[src/rtl/audio_sample_scheduler_if.sv]
// Producer sample handshake and paced HDMI audio outputs of audio_sample_scheduler.
// slave: scheduler side; master: producer/sink side.
interface audio_sample_scheduler_if #(
  parameter int unsigned WIDTH = 24
);
  logic             in_valid;
  logic             in_ready;
  logic [WIDTH-1:0] in_l;
  logic [WIDTH-1:0] in_r;
  logic [WIDTH-1:0] audio_l;
  logic [WIDTH-1:0] audio_r;
  logic             audio_tick;
  logic             audio_clk;

  modport master (
    output in_valid, in_l, in_r,
    input  in_ready, audio_l, audio_r, audio_tick, audio_clk
  );

  modport slave (
    input  in_valid, in_l, in_r,
    output in_ready, audio_l, audio_r, audio_tick, audio_clk
  );
endinterface

[src/rtl/audio_sample_scheduler.sv]
// Paces stereo samples from a small FIFO using a fractional phase accumulator on one clock.
// Define AUDIO_SCHED_STATS_EN to build the underrun/overrun counters (otherwise tied to 0).
module audio_sample_scheduler #(
  parameter int unsigned CLK_HZ      = 30_000_000,
  parameter int unsigned SAMPLE_HZ   = 48000,
  parameter int unsigned WIDTH       = 24,
  parameter int unsigned DEPTH       = 8,
  parameter int unsigned PRIME_LEVEL = 4
) (
  input  logic                    clk,
  input  logic                    reset,
  input  logic                    enable,
  audio_sample_scheduler_if.slave bus,
  output logic                    playing,
  output logic [15:0]             underruns,
  output logic [15:0]             overruns
);
  localparam int unsigned AccW = $clog2(CLK_HZ) + 1;
  localparam int unsigned PtrW = $clog2(DEPTH);
  localparam int unsigned CntW = PtrW + 1;

  localparam logic [AccW-1:0] ClkHz      = AccW'(CLK_HZ);
  localparam logic [AccW-1:0] SampleHz   = AccW'(SAMPLE_HZ);
  localparam logic [AccW-1:0] HalfClk    = AccW'(CLK_HZ / 2);
  localparam logic [CntW-1:0] Depth      = CntW'(DEPTH);
  localparam logic [CntW-1:0] PrimeLevel = CntW'(PRIME_LEVEL);

  typedef enum logic [1:0] {StIdle, StPrime, StRun} state_e;

  state_e             state_q, state_d;
  logic [AccW-1:0]    acc_q, acc_d, acc_nxt;
  logic               tick_q, tick_d;
  logic               aclk_q, aclk_d;
  logic [WIDTH-1:0]   audio_l_q, audio_l_d;
  logic [WIDTH-1:0]   audio_r_q, audio_r_d;
  logic [PtrW-1:0]    rd_ptr_q, rd_ptr_d;
  logic [PtrW-1:0]    wr_ptr_q, wr_ptr_d;
  logic [CntW-1:0]    count_q, count_d;
  logic [2*WIDTH-1:0] mem_q [DEPTH];
  logic [2*WIDTH-1:0] head;
  logic               wrap, push, pop, in_ready;

  // Both terms are registered, so in_ready never depends on this cycle's inputs.
  assign in_ready = (state_q != StIdle) && (count_q < Depth);
  assign push     = bus.in_valid && in_ready;
  assign acc_nxt  = acc_q + SampleHz;
  assign wrap     = (state_q != StIdle) && (acc_nxt >= ClkHz);
  assign head     = mem_q[rd_ptr_q];

  always_comb begin
    state_d   = state_q;
    acc_d     = acc_q;
    tick_d    = 1'b0;
    aclk_d    = aclk_q;
    audio_l_d = audio_l_q;
    audio_r_d = audio_r_q;
    pop       = 1'b0;

    case (state_q)
      StIdle: begin
        acc_d  = '0;
        aclk_d = 1'b0;
        if (enable) begin
          state_d = StPrime;
        end
      end
      StPrime, StRun: begin
        acc_d  = wrap ? (acc_nxt - ClkHz) : acc_nxt;
        aclk_d = (acc_d < HalfClk);
        tick_d = wrap;
        if (wrap) begin
          if ((count_q != '0) && ((state_q == StRun) || (count_q >= PrimeLevel))) begin
            pop                    = 1'b1;
            state_d                = StRun;
            {audio_l_d, audio_r_d} = head;
          end else if (state_q == StPrime) begin
            audio_l_d = '0;
            audio_r_d = '0;
          end else begin
            // Underrun: keep the last pair on the outputs and re-prime.
            state_d = StPrime;
          end
        end
      end
      default: state_d = StIdle;
    endcase

    if (!enable) begin
      state_d   = StIdle;
      acc_d     = '0;
      tick_d    = 1'b0;
      aclk_d    = 1'b0;
      audio_l_d = '0;
      audio_r_d = '0;
      pop       = 1'b0;
    end
  end

  always_comb begin
    wr_ptr_d = push ? (wr_ptr_q + PtrW'(1)) : wr_ptr_q;
    rd_ptr_d = pop ? (rd_ptr_q + PtrW'(1)) : rd_ptr_q;
    count_d  = count_q + CntW'(push) - CntW'(pop);
    if (!enable) begin
      wr_ptr_d = '0;
      rd_ptr_d = '0;
      count_d  = '0;
    end
  end

  always_ff @(posedge clk) begin
    if (reset) begin
      state_q   <= StIdle;
      acc_q     <= '0;
      tick_q    <= 1'b0;
      aclk_q    <= 1'b0;
      audio_l_q <= '0;
      audio_r_q <= '0;
      rd_ptr_q  <= '0;
      wr_ptr_q  <= '0;
      count_q   <= '0;
    end else begin
      state_q   <= state_d;
      acc_q     <= acc_d;
      tick_q    <= tick_d;
      aclk_q    <= aclk_d;
      audio_l_q <= audio_l_d;
      audio_r_q <= audio_r_d;
      rd_ptr_q  <= rd_ptr_d;
      wr_ptr_q  <= wr_ptr_d;
      count_q   <= count_d;
    end
  end

  always_ff @(posedge clk) begin
    if (push) begin
      mem_q[wr_ptr_q] <= {bus.in_l, bus.in_r};
    end
  end

  assign bus.in_ready   = in_ready;
  assign bus.audio_l    = audio_l_q;
  assign bus.audio_r    = audio_r_q;
  assign bus.audio_tick = tick_q;
  assign bus.audio_clk  = aclk_q;
  assign playing        = (state_q == StRun);

`ifdef AUDIO_SCHED_STATS_EN
  logic [15:0] underruns_q, overruns_q;
  logic        underrun_ev, overrun_ev;

  assign underrun_ev = enable && wrap && (state_q == StRun) && (count_q == '0);
  assign overrun_ev  = bus.in_valid && !in_ready;

  always_ff @(posedge clk) begin
    if (reset) begin
      underruns_q <= '0;
      overruns_q  <= '0;
    end else begin
      if (underrun_ev && (underruns_q != 16'hFFFF)) begin
        underruns_q <= underruns_q + 16'd1;
      end
      if (overrun_ev && (overruns_q != 16'hFFFF)) begin
        overruns_q <= overruns_q + 16'd1;
      end
    end
  end

  assign underruns = underruns_q;
  assign overruns  = overruns_q;
`else
  assign underruns = 16'd0;
  assign overruns  = 16'd0;
`endif
endmodule

[src/flat_wrapper.sv]
// flat-port wrapper written by rule: the top's interface ports become plain ports
module audio_sample_scheduler_flat 
#(
  parameter int unsigned CLK_HZ      = 30_000_000,
  parameter int unsigned SAMPLE_HZ   = 48000,
  parameter int unsigned WIDTH       = 24,
  parameter int unsigned DEPTH       = 8,
  parameter int unsigned PRIME_LEVEL = 4
)
  (clk, reset, enable, playing, underruns, overruns, bus_in_valid, bus_in_l, bus_in_r, bus_in_ready, bus_audio_l, bus_audio_r, bus_audio_tick, bus_audio_clk);
  audio_sample_scheduler_if #(.WIDTH(WIDTH)) bus_i ();
  input  logic clk;
  input  logic reset;
  input  logic enable;
  output logic playing;
  output logic [15:0] underruns;
  output logic [15:0] overruns;
  input wire logic [$bits(bus_i.in_valid)-1:0] bus_in_valid;
  input wire logic [$bits(bus_i.in_l)-1:0] bus_in_l;
  input wire logic [$bits(bus_i.in_r)-1:0] bus_in_r;
  output wire logic [$bits(bus_i.in_ready)-1:0] bus_in_ready;
  output wire logic [$bits(bus_i.audio_l)-1:0] bus_audio_l;
  output wire logic [$bits(bus_i.audio_r)-1:0] bus_audio_r;
  output wire logic [$bits(bus_i.audio_tick)-1:0] bus_audio_tick;
  output wire logic [$bits(bus_i.audio_clk)-1:0] bus_audio_clk;
  assign bus_i.in_valid = bus_in_valid;
  assign bus_i.in_l = bus_in_l;
  assign bus_i.in_r = bus_in_r;
  assign bus_in_ready = bus_i.in_ready;
  assign bus_audio_l = bus_i.audio_l;
  assign bus_audio_r = bus_i.audio_r;
  assign bus_audio_tick = bus_i.audio_tick;
  assign bus_audio_clk = bus_i.audio_clk;
  audio_sample_scheduler #(.CLK_HZ(CLK_HZ), .SAMPLE_HZ(SAMPLE_HZ), .WIDTH(WIDTH), .DEPTH(DEPTH), .PRIME_LEVEL(PRIME_LEVEL)) u_core (.clk(clk), .reset(reset), .enable(enable), .bus(bus_i), .playing(playing), .underruns(underruns), .overruns(overruns));
endmodule
[config.mk]
export PLATFORM = sky130hd
export DESIGN_NAME = audio_sample_scheduler_flat
export DESIGN_NICKNAME = d
export VERILOG_FILES = /design/src/rtl/audio_sample_scheduler_if.sv /design/src/rtl/audio_sample_scheduler.sv /design/src/flat_wrapper.sv
export SDC_FILE = /design/constraint.sdc
export NUM_CORES = 1
export LEC_CHECK = 0
export ABC_CLOCK_PERIOD_IN_PS = 6950
export CAP_MARGIN = 30
export CORE_AREA = 2 2 184 186
export CTS_CLUSTER_SIZE = 10
export DETAILED_ROUTE_END_ITERATION = 6
export DIE_AREA = 0 0 186 188
export HOLD_SLACK_MARGIN = 0.02
export PLACE_DENSITY = 0.81
export REMOVE_ABC_BUFFERS = 1
export SLEW_MARGIN = 20
export SYNTH_ARGS = -nofsm -noshare
export SYNTH_HDL_FRONTEND = slang
export SYNTH_SLANG_ARGS = --single-unit
export TNS_END_PERCENT = 50
[constraint.sdc]
create_clock -name clk -period 6.95 [get_ports clk]
set_input_delay 2.085 -clock clk [delete_from_list [all_inputs] [get_ports clk]]
set_output_delay 2.085 -clock clk [all_outputs]
set_load 0.02 [all_outputs]
Word level (Yosys, flattened, before mapping)
Memory sizes are Yosys's and may differ from the RTL's. A register that Yosys moved wholly into a read port is not among the register bits.
Cells that the tools add are included.
{"block": "totals", "output_inout_bits": 84, "wordCells": 59, "mem_count": 1, "inputBits": 52, "ff_bits": 88, "ram_bits": 384}
{"name": "u_core.mem_q", "words": 8, "word_bits": 48, "rd": 1, "rd_clocked_by_memory_dff": 1, "write_ports": 1, "line": "audio_sample_scheduler.sv:39", "text": "logic [2*WIDTH-1:0] mem_q [DEPTH];"}
{"block": "op_classes", "n_lt_le_gt_ge": 4, "bitwise": 2, "n_addsub": 6, "muxes": 18, "n_eq_ne": 4, "reduce_logical": 15}
{"op": "$mux W24", "count": 3}
{"op": "$pmux W26 S2", "count": 1}
{"op": "$add A26 B16 Y26 const B", "count": 1}
{"op": "$ge A26 B25 Y1 const B", "count": 1}
{"op": "$lt A26 B24 Y1 const B", "count": 1}
{"op": "$mux W26", "count": 1}
{"op": "$sub A26 B25 Y26 const B", "count": 1}
{"op": "$add A3 B1 Y3 const B", "count": 2}
{"op": "$mux W1", "count": 6}
{"op": "$mux W2", "count": 3}
{"op": "$mux W3", "count": 2}
{"op": "$reduce_bool A2 Y1", "count": 3}
{"op": "$add A4 B1 Y4", "count": 1}
{"op": "$ge A4 B3 Y1 const B", "count": 1}
{"op": "$logic_and A1 B1 Y1", "count": 4}
{"op": "$lt A4 B4 Y1 const B", "count": 1}
{"op": "$pmux W2 S2", "count": 1}
{"op": "$reduce_bool A4 Y1", "count": 1}
{"op": "$reduce_or A2 Y1", "count": 2}
{"op": "$sub A4 B1 Y4", "count": 1}
{"op": "$ne A3 B2 Y1 const B", "count": 1}
{"op": "$reduce_and A3 Y1", "count": 1}
{"op": "$reduce_or A3 Y1", "count": 1}
{"op": "$eq A2 B1 Y1 const B", "count": 1}
{"op": "other kinds (7)", "count": 8}

Depth between registers and ports, before layout
{"block": "depth", "ltp_word": 9, "depth_mapped": 23, "mapped_depth_nobuf": 19}

Worst setup path before layout
Ideal clock, no wire load.
{"block": "synth_timing", "path_type": "input-to-reg", "start": "in bus_in_valid", "end": "mem u_core.mem_q[0][0] (netlist name), enable pin", "slack_ns": 0.619, "t_arrival_ns": 5.818, "setup_ns": 0.513, "path_buffers": 1, "t_required_ns": 6.437, "stages": 4, "cell_sequence": "and2_1 -> clkbuf_1 -> nand2b_1 -> nor3_1"}
{"block": "synth_between", "elab_chain_cells": 3}
{"item": "from (decl)", "line": "flat_wrapper.sv:18", "text": "input wire logic [$bits(bus_i.in_valid)-1:0] bus_in_valid;"}
{"item": "$logic_and A1 B1 Y1", "line": "audio_sample_scheduler.sv:45", "text": "assign push = bus.in_valid && in_ready;"}
{"item": "net u_core.push", "line": "audio_sample_scheduler.sv:41", "text": "logic wrap, push, pop, in_ready;"}
{"item": "$mux W1", "line": "audio_sample_scheduler.sv:135", "text": "if (push) begin"}
{"item": "$mux W1 (not written as such)", "line": "audio_sample_scheduler.sv:136", "text": "mem_q[wr_ptr_q] <= {bus.in_l, bus.in_r};"}
{"item": "to (decl)", "line": "audio_sample_scheduler.sv:39"}
The timed path passes the listed nets, and every way through them passes these cells.

Final worst setup path
{"block": "layout_timing", "start": "reg u_core.acc_q[7]", "end": "reg u_core.audio_l_q[2] (netlist: u_core.bus.audio_l[2])"}
{"block": "layout_between", "elab_chain_cells": 4}
{"item": "from (decl)", "line": "audio_sample_scheduler.sv:31", "text": "logic [AccW-1:0] acc_q, acc_d, acc_nxt;"}
{"item": "from (signal assigned)", "line": "audio_sample_scheduler.sv:113", "text": "acc_q <= '0;"}
{"item": "from (signal assigned)", "line": "audio_sample_scheduler.sv:123", "text": "acc_q <= acc_d;"}
{"item": "$add A26 B16 Y26", "line": "audio_sample_scheduler.sv:46", "text": "assign acc_nxt = acc_q + SampleHz;"}
{"item": "$ge A26 B25 Y1", "line": "audio_sample_scheduler.sv:47", "text": "assign wrap = (state_q != StIdle) && (acc_nxt >= ClkHz);"}
{"item": "$logic_and A1 B1 Y1", "line": "audio_sample_scheduler.sv:47"}
{"item": "$reduce_and A3 Y1 (no source line)"}
{"item": "to (signal assigned)", "line": "audio_sample_scheduler.sv:126", "text": "audio_l_q <= audio_l_d;"}
{"item": "to (decl)", "line": "audio_sample_scheduler.sv:34", "text": "logic [WIDTH-1:0] audio_l_q, audio_l_d;"}
No other way between the ends.
A chain may end at the register's enable or synchronous reset.

==> impl_metrics.ini <==
[timing]
rsz0062_at_grt = false
final.min_clock_period_ns = 4.951
fmax_mhz = 202.0
tns_ns = 0
tightest_slew_ns = 0.9981
slew_headroom = 0.3346
hold_viol_final = 0
setup_viol = 0
finalMaxSlewViolations = 0
skew_ns = 0.02713
finalCritPeriodShare = 0.7124

[pwr]
cellLeakagePower_nw = 6.896
ir_drop_uv = 196.4
p_per_area_mw_per_mm2 = 256.8

[clocking]
htreeDepth = 2
cts_resized = 0
ctsRootBufferMaster = clkbuf_16
path_clk_slew_ns = 0.06
post_cts_buffers = 0
ctsHoldBuffers = 0
clock_sinks = 468
clk_path_buf_depth = 3
clock_latency_ns = 0.58
cts_tree = yes
cts-buffers-inserted = 53

[placement]
port_buffers = 103
dp_cells = 1695
placed_area_sq_mm = 0.02069
dp_hpwl_um = 23700
globalplace.congestion = 0.8373

[yosys]
syn_inst = 1202
synth_edf_count = 384
synthArstFlopShare = 0
ys_seq_area_frac = 0.6865
synth_ff_type = edfxtp_1
ys_warn_count = 0
avgSynthCellArea_sq_um = 16.01
yosysUniqueCellTypes = 66
syn-cell-area_sq_mm = 0.01925
ys_ff_latch = 468

[floorplan]
die_h_um = 188
start_util = 0.5812
core_area_sq_mm = 0.03311
io-pin-count = 136
die_area_sq_mm = 0.03497
rows = 67
die_x_um = 186

[drt]
drtPass1Iterations = 5
ant_nets = 0
first_iter_violations = 1089
drc = 0
wirelength_um = 43090
viasPerCell = 6.167
wire_per_inst_um = 24.02
dr_total_vias = 11063

[critical_path]
crit_arrival_ns = 5.46
r2r_setup_slack_ns = 2.00
end_kind = register
crit_type = reg2reg
required_ns = 7.46
reg2reg_to = u_core.bus.audio_l[2]$_SDFFE_PP0P_
cp_max_fo = 56
worst_setup_path_start_kind = register
reg2reg_from = u_core.acc_q[7]$_SDFFE_PP0P_
worstRegToRegCells = 13

[hold_path]
hold_end = u_core.bus.audio_l[16]$_SDFFE_PP0P_
hold_class = reg2reg
hold_depth = 2
hold_start = u_core.bus.audio_l[16]$_SDFFE_PP0P_

[cells_and_area]
areaGrowthSynthToFinish_pct = 15.88
mostFrequentLayoutCells = edfxtp_1 (384), clkdlybuf4s50_1 (103), nor2_1 (97)
final_cells = 1794
stdcell_area_sq_mm = 0.02230
drive_gt1_frac = 0.1575
mostFrequentLayoutCell = edfxtp_1
diodes = 0
fin_nets = 1373

[global_routing]
grt_pass1_vias = 11350
gr-total-overflow = 0
antenna_found_initial = 0
grt_usage = 0.2496
grt_max_degree = 61
grt_pass1_wl_um = 65520

[flow_run]
drv_cap = 0

[outcome]
status = completed
-- cells in the mapped netlist (5+ instances only) --
library cell	n	area share
buf_4	34	0.013
nand3_1	9	0.0023
a21oi_1	64	0.017
nand2b_1	13	0.0042
nor3_1	52	0.014
mux2_2	8	0.0047
ha_1	15	0.0098
o211ai_1	6	0.0023
buf_2	13	0.0034
nor2b_1	6	0.0020
buf_1	7	0.0014
a22oi_1	22	0.0086
clkbuf_1	52	0.010
nand2_1	29	0.0057
and3_1	6	0.0020
mux4_2	96	0.11
inv_1	20	0.0039
nor2_1	103	0.020
o21ai_0	16	0.0042
xor2_1	13	0.0059
dfxtp_1	84	0.087
edfxtp_1	384	0.60
mux2i_1	44	0.023
xnor2_1	19	0.0086
or3_1	10	0.0033
a211oi_1	5	0.0020
-- critical path, stage by stage, from the launching register on --
cell and delay, ns:
dfxtp_1 0.58, inv_1 0.15, ha_1 0.35, nand2b_1 0.31
a21boi_2 0.19, or3_1 0.39, a31oi_1 0.55, nand2b_1 0.25
o21a_1 0.49, nand3_4 0.67, buf_4 0.50, nor3_1 0.27
a21oi_1 0.07, nor2_1 0.09
-- worst max path at each step --
stage	endpoint	startpoint	cells after the start
final	u_core.bus.audio_l[2]$_SDFFE_PP0P_	u_core.acc_q[7]$_SDFFE_PP0P_	13
after global routing	u_core.count_q[3]$_SDFF_PP0_	u_core.acc_q[7]$_SDFFE_PP0P_	19
after CTS	u_core.bus.audio_r[23]$_SDFFE_PP0P_	u_core.acc_q[7]$_SDFFE_PP0P_	13
after detailed placement	u_core.mem_q[2][2]$_DFFE_PP_	bus_in_valid	5
after global placement	u_core.mem_q[2][17]$_DFFE_PP_	bus_in_valid	5
after floorplan	u_core.mem_q[0][0]$_DFFE_PP_	bus_in_valid	3
-- power by group --
part / internal, W / leakage, nW / switching (W)
logic: 0.0000583 / 2.03 / 0.000108
registers: 0.00304 / 4.14 / 0.00000754
clock network: 0.00144 / 0.729 / 0.00107
-- per-stage QoR --
step | utilization | hold slack (ns) | worst slack (ns) | total power [W]
2_1_floorplan | - | 0.4541 | 0.7206 | 0.003184
6_report | 0.6735 | 0.4916 | 1.999 | 0.005726
5_1_grt | 0.6735 | 0.5118 | 1.551 | 0.005868
4_1_cts | 0.6713 | 0.4917 | 2.124 | 0.005757
3_3_place_gp | 0.6220 | 0.4733 | 2.170 | 0.003262
3_5_place_dp | 0.6247 | 0.4836 | 2.104 | 0.003270
-- routing by layer --
layer	up-vias	wire length, um	track usage
met5	-	0	0
met4	0	1108	0.08964
met3	81	2747	0.03554
met2	530	22220	0.4169
met1	5645	17010	0.3372
li1	4807	-	-
-- cells by family (layout without fill, tap and decap cells) --
kind of cell,count (synthesis),after routing,share of synthesized area
DFF,468,468,0.6865
and+or+nand+nor,255,255,0.06358
AOI/OAI and AO/OA,154,154,0.05155
muxes,148,148,0.1399
buffers and inverters,128,241,0.03290
xor gates and xnor gates,32,32,0.01456
adders and majority gates,16,16,0.01079
other,1,32,0.0001948
-- state kept, by name (all words and copies together), names as in the netlist, 2 cells and up, named ones only --
signal and cells:
u_core.acc_q 19, u_core.bus.audio_r 24, u_core.rd_ptr_q 3, u_core.bus.audio_l 24, u_core.state_q 2, u_core.mem_q 384, u_core.wr_ptr_q 3, u_core.count_q 4
-- layout make-up --
type	count	area (sq um)
clock buffers	93	1486
well taps	448	560.5
repair buffers	125	1309
inverters	20	75.07
fillers	2116	10810
flip-flops and latches	468	13220
clock inverters	3	55.05
multi-input cells	637	5593
No activity file was read; power rests on OpenSTA's default activity.
